`src/rtl/cim_mac_sequencer.sv`:
```
// rtl/cim_mac_sequencer.sv - dot-product job sequencer for one cim_core (optional CIM_RELU_EN clamps negative results to 0)
module cim_mac_sequencer #(
    parameter int XIN_BIT_WIDTH       = 11,
    parameter int MEM_BIT_WIDTH       = 8,
    parameter int CORE_DOUT_BIT_WIDTH = XIN_BIT_WIDTH + MEM_BIT_WIDTH - 1,
    parameter int MEM_ADR_WIDTH       = 2,
    parameter int MEM_DEPTH           = 1 << MEM_ADR_WIDTH,
    parameter int ACC_WIDTH           = CORE_DOUT_BIT_WIDTH + MEM_ADR_WIDTH + 1
) (
    input  logic                           clk,
    input  logic                           rst,
    input  logic                           w_valid,
    output logic                           w_ready,
    input  logic [MEM_ADR_WIDTH-1:0]       w_adr,
    input  logic [MEM_BIT_WIDTH-1:0]       w_data,
    input  logic                           job_valid,
    output logic                           job_ready,
    input  logic [MEM_ADR_WIDTH-1:0]       job_base,
    input  logic [MEM_ADR_WIDTH:0]         job_len,
    input  logic                           x_valid,
    output logic                           x_ready,
    input  logic [XIN_BIT_WIDTH-1:0]       x_data,
    output logic                           res_valid,
    input  logic                           res_ready,
    output logic [ACC_WIDTH-1:0]           res_data,
    output logic [MEM_ADR_WIDTH-1:0]       core_wadr,
    output logic [MEM_ADR_WIDTH-1:0]       core_radr,
    output logic                           core_web,
    output logic                           core_reb,
    output logic                           core_encb,
    output logic [MEM_BIT_WIDTH-1:0]       core_din,
    output logic [XIN_BIT_WIDTH-1:0]       core_xin,
    input  logic [CORE_DOUT_BIT_WIDTH-1:0] core_dout
);

    localparam int LEN_W = MEM_ADR_WIDTH + 1;

    typedef enum logic [1:0] {IDLE, RUN, DRAIN, DONE} state_t;

    state_t                   state;
    logic [MEM_ADR_WIDTH-1:0] base;
    logic [LEN_W-1:0]         len;
    logic [LEN_W-1:0]         issued;
    logic [LEN_W-1:0]         eff_len;
    logic [1:0]               vpipe;
    logic [ACC_WIDTH-1:0]     acc;
    logic [ACC_WIDTH-1:0]     acc_next;
    logic [ACC_WIDTH-1:0]     mag;
    logic [ACC_WIDTH-1:0]     term;
    logic [ACC_WIDTH-1:0]     res_pre;
    logic                     x_hs;
    logic                     job_hs;
    logic                     w_hs;

    // Handshakes and host-facing ready flags; a pending write blocks a job in the same cycle
    always_comb begin
        w_ready   = (state == IDLE);
        job_ready = (state == IDLE) && !w_valid;
        x_ready   = (state == RUN) && (issued < len);
        w_hs      = w_valid && w_ready;
        job_hs    = job_valid && job_ready;
        x_hs      = x_valid && x_ready;
        eff_len   = (job_len > LEN_W'(MEM_DEPTH)) ? LEN_W'(MEM_DEPTH) : job_len;
    end

    // Core control pins: write and read enables follow the handshakes in the same cycle
    always_comb begin
        core_web  = !w_hs;
        core_wadr = w_adr;
        core_din  = w_data;
        core_reb  = 1'b1;
        core_encb = !x_hs;
        core_radr = base + issued[MEM_ADR_WIDTH-1:0];
    end

    // Sign-magnitude product to two's complement; negative zero naturally adds nothing
    always_comb begin
        mag      = {{(ACC_WIDTH - CORE_DOUT_BIT_WIDTH + 1){1'b0}}, core_dout[CORE_DOUT_BIT_WIDTH-2:0]};
        term     = core_dout[CORE_DOUT_BIT_WIDTH-1] ? (~mag + 1'b1) : mag;
        acc_next = vpipe[1] ? (acc + term) : acc;
`ifdef CIM_RELU_EN
        res_pre  = acc_next[ACC_WIDTH-1] ? '0 : acc_next;
`else
        res_pre  = acc_next;
`endif
    end

    // Job FSM, product-alignment valid pipe, accumulator and registered result
    always_ff @(posedge clk) begin
        if (rst) begin
            state     <= IDLE;
            base      <= '0;
            len       <= '0;
            issued    <= '0;
            vpipe     <= '0;
            acc       <= '0;
            res_valid <= 1'b0;
            res_data  <= '0;
            core_xin  <= '0;
        end else begin
            vpipe <= {vpipe[0], x_hs};
            acc   <= acc_next;
            if (x_hs) begin
                core_xin <= x_data;
            end
            case (state)
                IDLE: begin
                    if (job_hs) begin
                        base   <= job_base;
                        issued <= '0;
                        acc    <= '0;
                        len    <= eff_len;
                        if (job_len == '0) begin
                            res_data  <= '0;
                            res_valid <= 1'b1;
                            state     <= DONE;
                        end else begin
                            state <= RUN;
                        end
                    end
                end
                RUN: begin
                    if (x_hs) begin
                        issued <= issued + 1'b1;
                        if (issued + 1'b1 == len) begin
                            state <= DRAIN;
                        end
                    end
                end
                DRAIN: begin
                    // Last product is on core_dout once only stage 2 of the pipe is occupied
                    if (vpipe == 2'b10) begin
                        res_data  <= res_pre;
                        res_valid <= 1'b1;
                        state     <= DONE;
                    end
                end
                DONE: begin
                    if (res_ready) begin
                        res_valid <= 1'b0;
                        state     <= IDLE;
                    end
                end
                default: state <= IDLE;
            endcase
        end
    end

endmodule
```
`config.mk`:
```
export PLATFORM = sky130hd
export DESIGN_NAME = cim_mac_sequencer
export DESIGN_NICKNAME = d
export VERILOG_FILES = /design/src/rtl/cim_mac_sequencer.sv
export SDC_FILE = /design/constraint.sdc
export NUM_CORES = 1
export LEC_CHECK = 0
export CAP_MARGIN = 10
export CORE_UTILIZATION = 45
export CTS_BUF_LIST = sky130_fd_sc_hd__clkbuf_4
export CTS_CLUSTER_SIZE = 28
export DETAILED_ROUTE_END_ITERATION = 8
export PLACE_DENSITY = 0.75
export SETUP_SLACK_MARGIN = 0.4
export SYNTH_ARGS = -nofsm -noshare
export SYNTH_HDL_FRONTEND = slang
export SYNTH_SLANG_ARGS = --single-unit
```
`constraint.sdc`:
```
create_clock -name clk -period 3.8 [get_ports clk]
set_input_delay 0.57 -clock clk [delete_from_list [all_inputs] [get_ports clk]]
set_output_delay 0.57 -clock clk [all_outputs]
set_load 0.02 [all_outputs]
```
-- After elaboration in Yosys (flattened, before gate mapping)
Cells that the tools add are included.
- $add $sub $neg: 4
- $lt $le $gt $ge: 2
- eq/ne operators: 11
- muxes and demuxes: 24
- bitwise gates (word level): 1
- reductions and logical operators: 18
- operator list (kind ; count):
    21-bit 2-to-1 mux ; 7
    21-bit case mux with 2 select lines ; 1
    21-bit by 1-bit adder with 21-bit output, second input constant ; 1
    21-bit adder ; 1
    17-bit NOT with 21-bit output ; 1
    2-bit 2-to-1 mux ; 6
    5-bit AND reduction ; 2
    3-bit 2-to-1 mux ; 3
    2-bit case mux with 4 select lines ; 1
    2-bit equality test, second input constant ; 3
    2-bit by 1-bit != test with 1-bit output, second input constant ; 3
    2-bit != test, second input constant ; 3
    3-bit case mux with 2 select lines ; 1
    1-bit logical AND ; 5
    1-bit 2-to-1 mux ; 4
    4-bit AND reduction ; 1
    2-bit nonzero test ; 2
    3-bit by 1-bit adder with 3-bit output, second input constant ; 1
    3-bit equality test ; 1
    3-bit greater-than comparator, second input constant ; 1
    1-bit logical NOT ; 3
    3-bit logical NOT ; 1
    3-bit < comparator ; 1
    1-bit case mux with 3 select lines ; 1
    6 further kinds ; 6
- register bits: 66
- bits of input ports: 50
- output and inout port bits: 51
- logic and storage cells: 69

-- Depth between registers and ports, before layout
Gate-level depths: netlist (run 1).
- depth after elaboration: 7
- gate-level depth with buffers: 16
- mapped depth without buffers: 15

-- Worst setup path after synthesis (run 1)
Ideal clock, no wire load.
- path kind: in2reg
- start: input core_dout[7]
- end: register acc[19]
- arrival time: 3505 ps
- path slack: 209 ps
- stages: 13
- path buffers: 1
- cells stage by stage: or3_1 > or3_1 > or3_1 > nand2_1 > xnor2_1 > ha_1 > clkbuf_1 > a21o_1 > a221o_1 > nor2b_1 > o41ai_1 > xor2_1 > a211oi_1
- word-level cells in the longest chain between the ends: 7
- ends and longest elaborated chain (item ; line ; source):
    start: declaration ; 33 ; input logic [CORE_DOUT_BIT_WIDTH-1:0] core_dout
    17-bit NOT with 21-bit output ; 79 ; term = core_dout[CORE_DOUT_BIT_WIDTH-1] ? (~mag + 1'b1) : mag;
    21-bit by 1-bit adder with 21-bit output ; 79 ;
    21-bit 2-to-1 mux (*) ; 79 ;
    21-bit adder (*) ; 80 ; acc_next = vpipe[1] ? (acc + term) : acc;
    21-bit 2-to-1 mux (*) ; 80 ;
    21-bit 2-to-1 mux ; 108 ; if (job_hs) begin
    21-bit 2-to-1 mux (*) ; 106 ; case (state)
    end signal: assignment ; 102 ; acc <= acc_next;
    end: declaration ; 46 ; logic [ACC_WIDTH-1:0] acc;
Every way passes the cells marked *; elsewhere a longest branch is shown, timed or not.
A chain may end at the register's enable or synchronous reset.

-- Worst setup path in the final report (run 1)
- start: input core_dout[8]
- end: register res_data[20]
- word-level cells in the longest chain between the ends: 7
- ends and longest elaborated chain (item ; line ; source):
    17-bit NOT with 21-bit output ; 79 ;
    21-bit by 1-bit adder with 21-bit output ; 79 ;
    21-bit 2-to-1 mux (*) ; 79 ;
    21-bit adder (*) ; 80 ;
    21-bit 2-to-1 mux (*) ; 80 ;
    21-bit 2-to-1 mux (*) ; 132 ; if (vpipe == 2'b10) begin
    21-bit case mux with 2 select lines (*) ; 106 ;
    end signal: assignment ; 133 ; res_data <= res_pre;
    end: declaration ; 25 ; output logic [ACC_WIDTH-1:0] res_data,
Every way passes the cells marked *; elsewhere a longest branch is shown, timed or not. The select of a mux whose other input is x is not followed.

==> results of run 1 <==
placed cells by master (no fill, tap or decap), types with 6 or more instances in the layout:
cell,synthesis,layout
sky130_fd_sc_hd__a21oi_1,34,27
sky130_fd_sc_hd__nand2_1,52,49
sky130_fd_sc_hd__clkdlybuf4s50_1,0,75
sky130_fd_sc_hd__ha_1,31,28
sky130_fd_sc_hd__nor2b_1,12,11
sky130_fd_sc_hd__o21ai_1,9,12
sky130_fd_sc_hd__inv_1,10,10
sky130_fd_sc_hd__nand2b_1,9,9
sky130_fd_sc_hd__a21o_1,8,8
sky130_fd_sc_hd__o21ai_0,20,14
sky130_fd_sc_hd__mux2i_1,24,24
sky130_fd_sc_hd__a22oi_1,7,7
sky130_fd_sc_hd__buf_4,11,53
sky130_fd_sc_hd__dfxtp_1,66,66
sky130_fd_sc_hd__nor2_1,50,49
sky130_fd_sc_hd__clkbuf_4,0,9
sky130_fd_sc_hd__xnor2_1,26,23
sky130_fd_sc_hd__nand3_1,13,12
sky130_fd_sc_hd__xor2_1,6,6
sequential cells by signal, summed over array words and instances, names as in the netlist, named ones only:
signal and flops:
res_data 21, acc 20, core_xin 11, issued 3, len 3, base 2
state 2, vpipe 2, res_valid 1
power groups by stage:
stage               combinational (W)  sequential, W  clock (W)
finish                       0.000616       0.000745   0.000479
global route                 0.000674       0.000750   0.000512
CTS                          0.000602       0.000745   0.000487
detailed placement           0.000592       0.000761          0
global placement             0.000581       0.000758          0
floorplan                    0.000366       0.000773          0
what timing repair did:
| item | in CTS | in global routing |
|---|---|---|
| pin swaps | 13 | 23 |
| resized for setup | 17 | 34 |
| endpoints found under the setup margin | 9 | 20 |
| buffers inserted | 3 | 1 |
metrics by stage:
stage | setup TNS [ns] | power, W
2_1_floorplan | 0 | 0.001139
3_3_place_gp | -0.4638 | 0.001339
3_5_place_dp | -1.214 | 0.001352
4_1_cts | 0 | 0.001834
5_1_grt | 0 | 0.001935
6_report | 0 | 0.001841
routing by layer:
metal / share of wire (%) / GRT usage (%) / up-vias
li1: - / - / 1960
met1: 42 / 25.28 / 1846
met2: 51 / 39.91 / 89
met3: 5.9 / 6.906 / 14
met4: 1.7 / 6.674 / 0
met5: 0 / 0 / -
cell type report:
class                      instances  area, sq um  area share [%]
tap                              108        135.1           2.401
clock inverter                     6        66.31           1.178
timing repair buffer             132         1181           20.99
clock buffer                       9        67.56           1.201
inverter                          11        41.29          0.7337
multi-input combinational        384         2815           50.02
sequential                        66         1321           23.48
worst min-delay path, cell delays in order, from the launching register on:
cell	delay [ns]
sky130_fd_sc_hd__dfxtp_1	0.34
sky130_fd_sc_hd__nand2_1	0.05
sky130_fd_sc_hd__o21ai_1	0.05
worst max-delay path by stage:
| stage | slack (ns) | cells after the start | endpoint | startpoint |
|---|---|---|---|---|
| final | 0.52 | 14 | res_data[20] | core_dout[8] |
| after global routing | 0.38 | 14 | res_data[20] | core_dout[8] |
| after CTS | 0.40 | 14 | acc[19] | core_dout[0] |
| after detailed placement | -0.20 | 14 | res_data[20] | core_dout[7] |
| after global placement | -0.13 | 13 | acc[19] | core_dout[7] |
| after floorplan | 0.33 | 13 | acc[19] | core_dout[7] |
cell families (layout without fill, tap and decap cells):
family | count (synthesis) | in the layout
adder cells (fa/ha/maj) | 32 | 32
XOR/XNOR | 32 | 32
other | 1 | 1
multiplexers | 29 | 29
AO/OA/AOI/OAI | 119 | 119
flip-flops | 66 | 66
AND/OR/NAND/NOR | 171 | 171
buffers and inverters | 41 | 158
==> results by stage, run 1 <==
Placement:
- The HPWL after detailed placement is 8104 um.
- The post-placement cell count is 697.
- Timing analysis after detailed placement gives a worst setup slack of -0.1987 ns.
- The weighted congestion at the end of routability-driven global placement is 0.8808.
- The total cell area at the placement stage is 0.005285 sq mm.
- The count of input and output buffers is 79.

Synthesis:
- The number of nets handed over by synthesis was 573.
- sky130_fd_sc_hd__dfxtp_1 is the most common cell in the netlist.
- Counting flops with an async set or reset pin after synthesis yields a share of 0%.
- In this run the cell area of the synthesized design comes to 0.004111 sq mm.
- By area the synthesized netlist is led by sky130_fd_sc_hd__dfxtp_1 32%, sky130_fd_sc_hd__ha_1 9.4%, sky130_fd_sc_hd__mux2i_1 5.8%, sky130_fd_sc_hd__xnor2_1 5.5%, sky130_fd_sc_hd__nand2_1 4.7%.
- The mean post-synth cell area is 8.374 sq um.
- The total of flip-flops plus latches after synthesis is 66.
- Of the synthesized area, sequential elements account for 32.14%.
- Yosys mapped a number of flops with a built-in enable equal to 0.
- The number of library cell types mapped by synthesis is 59.
- The commonest cells after synthesis are 66 x sky130_fd_sc_hd__dfxtp_1, 52 x sky130_fd_sc_hd__nand2_1, 50 x sky130_fd_sc_hd__nor2_1.
- The main combinational cell family by area after synthesis is simple AND/OR/NAND/NOR gates.
- After Yosys synthesis, and, or, nand and nor cells account for 20.45% of the synthesized area.
- The arithmetic-cell share of the synthesized area counting full adders, half adders and majority gates is 9.921%.
- The cell taking the most area after synthesis is sky130_fd_sc_hd__dfxtp_1.
- The Yosys warning count is 0.
- The synthesized netlist devotes 18.62% of its cell area to compound gates.
- In the synthesized netlist, mux cells make up 7.212% of the area.
- In the synthesized netlist, the number of instances is 491.
- After Yosys synthesis, XOR and XNOR cells account for 6.817% of the synthesized area.
- The most used flip-flop cell after synthesis is sky130_fd_sc_hd__dfxtp_1.
- The area fraction of the dominant cell type after synthesis is 32.14%.

Clock tree:
- Clock-pin slew was measured on the worst setup and hold paths at 0.13 ns.
- Counting the buffers created by CTS gives 9.
- The clock net in this run drives a total of 66 sinks.
- The clock root buffer is sky130_fd_sc_hd__clkbuf_4.
- The clock reaches the later pin of the worst-skew pair after 0.44 ns.
- TritonCTS built the clock tree.
- Counting along the longest clock path gives a buffer depth of 2.
- The hold buffer count at cts is 0.
- In this run the number of H-tree levels came out at 3.

Power and ir drop:
- The internal power of the cells is 0.001200 W.
- The fraction of power consumed by sequential logic is 40.5%.
- The switching power total is 0.0006406 W.
- The combinational power share is 33.5%.
- The areal power density over the cells is 327.1 mW/mm^2.
- The standby leakage power is 2.319 nW.
- The net switching share of the total power is 34.80%.
- IR analysis of the VDD net gives a maximum drop of 0.2221 mV.
- The fraction of power consumed by the clock network is 26.0%.

Worst setup path:
- The number of buffers and inverters on the critical path is 1.
- The startpoint identified for the worst register-to-register timing path is len[1].
- STA classifies the critical path startpoint as an input port.
- The largest single stage delay on the critical path is 0.39 ns.
- Among cell families on the critical path, the largest total delay comes from simple AND/OR/NAND/NOR gates.
- The endpoint identified for the worst register-to-register timing path is state[1].
- Counting cells, the worst reg-to-reg path comes to 10.
- Along the worst path, the maximum fanout reaches 5.
- The worst setup path is of the input port to register kind.
- Walking the worst path, the cells encountered are clkdlybuf4s15_1 > or3_4 > or3_4 > or3_4 > o31ai_2 > xnor2_1 > ha_1 > nand2_2 > a21o_1 > a311oi_2 > o2bb2ai_1 > mux2i_1 > xnor2_1 > o21ai_1.
- The cell with the largest stage delay on the worst path is sky130_fd_sc_hd__or3_4.
- The data required time of the critical path is 4.14 ns.
- The critical path arrival is 3.61 ns.
- The slack of the worst reg-to-reg path is 1.20 ns.
- The cell repeated most along the worst path is sky130_fd_sc_hd__or3_4.
- STA classifies the critical path endpoint as a register.

Final layout:
- At the end of the flow, the number of nets in the layout was 686.
- The design area is 0.005628 sq mm.
- The area growth from synthesis to final layout is 36.88%.
- The layout filler cell count is 747.
- The finished layout holds 716 standard cells, fillers aside.
- The diode insertion count for antenna repair is 0.
- The post-route netlist has 19.24% of its cells at a drive strength greater than 1.
- The core utilization of the finished layout is 64.22%.

Worst hold path:
- Along the worst hold path, the cell count comes to 2.
- The min-delay analysis places its worst path in the category register to register.
- The start point of the worst min-delay path is res_data[11].
- The end point of the most critical hold path is res_data[11].

Timing:
- The setup skew after layout is 0.02253 ns.
- Setup slack on the critical path of the routed design comes to 0.5234 ns.
- Hold is met by 0.4618 ns.
- Setup violations remaining at the end of the flow were counted as 0.
- The minimum period implied by the final worst setup slack is 3.277 ns.
- The share of the cycle needed by the critical path after routing is 86.23%.
- The number of max-slew violations in the final report came to 0.
- The number of hold-slack violations in the final timing report is 0.
- Setup repair after global routing left no endpoint under its margin.
- Static timing analysis puts the maximum clock frequency at 305.2 MHz.

Drt:
- The remaining antenna violation count after routing is 0.
- The final wirelength is 10710 um.
- The first detailed-routing pass took 4 iterations.
- Dividing the detail-routed via count by the number of cells gives 5.459.
- In the routed design, unresolved DRC markers number 0.
- The detail-routed net length per standard cell is 14.96 um.
- The number of violations reported at the end of detailed-routing iteration 0 is 141.
- The detailed-route via count is 3909.

Die:
- The die boundary width is 97.59 um.
- Once the floorplan was initialized, standard cells occupied 46.92% of the core.
- The placement row count is 34.
- For this design the top-level I/O count stands at 101.
- The area of the core is 0.008763 sq mm.
- The height of the chip is 97.59 um.
- The die covers 0.009523 sq mm.

GRT:
- The number of global-route vias before repair came to 3859.
- Entering global routing, the biggest net connects 31 pins.
- The initial antenna violation count is 0.
- The sum of overflow across all layers after global routing is 0.
- Global routing used 22.33% of the available tracks.
- The first-pass GRT wire length is 17310 um.

Job:
- The tool flagged a number of max-cap violations equal to 0.

Run status:
- The run finished with clean final reports.
Power figures use the tool's default switching activity.
==> run 2, diff against run 1 <==
==> constraint.sdc (replaced) <==
create_clock -name clk -period 3.8 [get_ports clk]
set_input_delay 1.14 -clock clk [delete_from_list [all_inputs] [get_ports clk]]
set_output_delay 1.14 -clock clk [all_outputs]
set_load 0.02 [all_outputs]
==> run 2 against run 1 <==
The run now ends with negative setup slack left; clock power grew 16%; via count up 19%; maximum frequency decreased by 16%; combinational power rose by 30%; critical path depth rose by 1; first-iteration DRC count grew 54%; non-clock buffer count rose by 72; power increased by 14%; final cell count is 10% higher; design area up 21%; routed wire length is 47% higher; largest cell class unchanged.
==> results by stage, run 2 (synthesis results as in run 1) <==
Final layout:
- The register with the most flip-flops in the layout has 21 of them.
- The layout cell share with drive strength beyond 1 is 36.76%.
- In the final layout, the multi-input gates occupy 0.003297 sq mm.
- The most flop-heavy register is res_data.
- Once layout is complete, the utilization of the core stands at 78.03%.
- In the layout the commonest cells are 93 x sky130_fd_sc_hd__buf_4, 66 x sky130_fd_sc_hd__dfxtp_1, 65 x sky130_fd_sc_hd__clkdlybuf4s50_1.
- The diode insertion count for antenna repair is 0.
- The area growth from synthesis to layout is 66.31%.
- The net total in the final layout is 758.
- The largest registers in the layout are res_data: 21 flops, acc: 20 flops, core_xin: 11 flops.
- In the final layout, flip-flops and latches occupy 0.001321 sq mm.
- The commonest non-fill, non-tap cell in the layout is sky130_fd_sc_hd__buf_4.
- Fill cells in the final layout number 518.

Power and ir drop:
- The net switching share of the total power is 35.38%.
- In this run, flip-flops and latches consume 35.5% of the power.
- Combinational logic is responsible for 38.1% of the overall power.
- The fraction of power consumed by the clock network is 26.4%.
- In this run the power density over the cells is 307.3 mW/mm^2.
- In this run the static leakage power is 2.877 nW.
- The worst-case IR drop observed on VDD is 0.2427 mV.
- The switching power total is 0.0007434 W.
- The internal power of the cells is 0.001358 W.

Die:
- The effective utilization at floorplan is 46.92%.
- The die is 97.59 um tall.
- The placement row count is 34.
- The die boundary width is 97.59 um.
- The area of the core is 0.008763 sq mm.
- Pin placement for this block handled 101 I/O pins.
- The full die area is 0.009523 sq mm.

GRT:
- Global routing used 26.80% of the available tracks across all layers.
- The initial antenna violation count is 0.
- The number of global-route vias before repair is 4408.
- The pin count of the biggest net entering global routing is 37.
- The sum of overflow across all layers after global routing is 0.
- The first global-routing pass estimated 20430 um of wire.

Timing:
- The routed design could run at a clock period as short as 3.908 ns.
- For the final routed database, the setup TNS stands at -0.4389 ns.
- The highest achievable clock rate is 255.9 MHz.
- The number of max-slew violations in the final report is 0.
- The worst path uses 102.8% of the clock period.
- The headroom to the max-slew limit is 52.11%.
- The number of setup violations in the final report is 6.
- At the pin with the least slew margin, the transition time is 0.7183 ns.
- The number of hold-slack violations in the final timing report is 0.
- In the post-route analysis, the smallest setup slack over all paths is -0.1078 ns.
- Between clock sinks in the finished design, the worst skew comes to 0.02133 ns.
- Setup repair after global routing could not meet its margin everywhere.

Clock tree:
- The clock root buffer is sky130_fd_sc_hd__clkbuf_4.
- The clock sink count is 66.
- CTS built an H-tree with a depth of 3.
- The number of clock buffers added by TritonCTS is 9.
- The clock reaches the later pin of the worst-skew pair after 0.43 ns.
- After clock tree synthesis, the clock-pin slew on the worst setup and hold paths is 0.10 ns.
- In this run, post-CTS hold repair placed 0 buffers.
- The clock passes through at most 2 buffers.
- The TritonCTS clock tree is done.

Worst setup path:
- The worst setup path startpoint is core_dout[9].
- The launching element type of the critical path is an input port.
- The element type at the critical path end is a register.
- Data on the critical path is required at its endpoint by 4.14 ns.
- The worst setup path is of the input port to register kind.
- At the worst endpoint, the arrival time is 4.25 ns.
- In this run the critical register-to-register path is launched from len[1].
- In this run the worst path has a maximum fanout of 4.

Placement:
- Routability-driven placement finished with a final weighted congestion of 0.9006.
- After legalization and detailed placement, the total HPWL measured 8303 um.
- The worst slack after detailed placement is -0.7439 ns.
- Buffers placed on the I/O ports in this run total 79.

Run status:
- The run finished, with violations left.
- The final reports fail on negative setup slack.

Drt:
- In the final routed layout, each cell accounts on average for 19.95 um.
- The routed via count divided by cell count is 5.879.
- The number of optimization iterations in the first detailed-route pass is 5.
- The number of DRC violations after detailed routing is 0.
- The detailed-route via count is 4633.
- The remaining antenna violation count after routing is 0.
- The final wirelength is 15720 um.
- In this run, the number of DRC markers left after iteration 0 of detailed routing was 217.

Worst hold path:
- The startpoint identified for the worst hold timing path is res_data[14].
- In this run the worst hold path is classified as register to register.

Job:
- The tool flagged a number of max-cap violations equal to 0.
==> run 2: power groups by stage <==
stage | sequential (W) | combinational, W | clock [W]
floorplan | 0.000773 | 0.000368 | 0
global placement | 0.000757 | 0.000613 | 0
detailed placement | 0.000759 | 0.000632 | 0
CTS | 0.000744 | 0.000691 | 0.000557
global route | 0.000749 | 0.000843 | 0.000587
finish | 0.000745 | 0.000801 | 0.000556
==> run 2: area by class of cell <==
cell class                      count  area share [%]
Timing Repair Buffer              204           27.43
Sequential cell                    66           19.32
Clock buffer                        9          0.9881
Inverter                           11          0.7136
Clock inverter                      6           1.354
Multi-Input combinational cell    384           48.22
Tap cell                          108           1.976
==> run 2: repair_timing <==
item / in CTS / in global routing
endpoints found under the setup margin: 32 / 30
pin swaps: 62 / 51
endpoints found under the hold margin: 0 / 0
resized for setup: 112 / 98
setup buffers: 34 / 13
==> run 2: worst max-delay path, cell delays in order <==
cell	delay, ns
sky130_fd_sc_hd__clkdlybuf4s50_1	0.46
sky130_fd_sc_hd__or3_4	0.41
sky130_fd_sc_hd__or3_4	0.37
sky130_fd_sc_hd__nand2_4	0.10
sky130_fd_sc_hd__xnor2_4	0.12
sky130_fd_sc_hd__ha_4	0.23
sky130_fd_sc_hd__and3_4	0.18
sky130_fd_sc_hd__a221o_1	0.35
sky130_fd_sc_hd__nor2b_4	0.15
sky130_fd_sc_hd__buf_4	0.13
sky130_fd_sc_hd__buf_6	0.11
sky130_fd_sc_hd__a21oi_4	0.12
sky130_fd_sc_hd__and3_4	0.19
sky130_fd_sc_hd__o21ai_1	0.05
sky130_fd_sc_hd__a21oi_1	0.13
==> run 2: path summary, 6_finish.rpt <==
kind,to,slack [ns],cells past startpoint
hold / removal,res_data[14],0.45,2
setup reg to reg,state[0],0.85,10
setup / recovery,acc[17],-0.11,15
hold reg to reg,res_data[14],0.45,2
==> run 2: metal layers <==
metal  track usage [%]  up-vias  share of wire (%)
li1                  -     2103                  -
met1             28.48     2190                 37
met2             48.04      246                 48
met3             8.561       94                7.6
met4             12.10        0                7.0
met5                 0        -                  0
==> run 2: per-stage QoR <==
stage / area (sq um) / hold slack, ns / instances / total power (W)
after floorplan: 4172 / 0.4402 / 491 / 0.001141
after global placement: 5517 / 0.4324 / 726 / 0.001370
after detailed placement: 5517 / 0.4441 / 726 / 0.001392
after CTS: 6260 / 0.4613 / 775 / 0.001992
after global routing: 6838 / 0.4969 / 788 / 0.002179
final: 6838 / 0.4544 / 788 / 0.002101
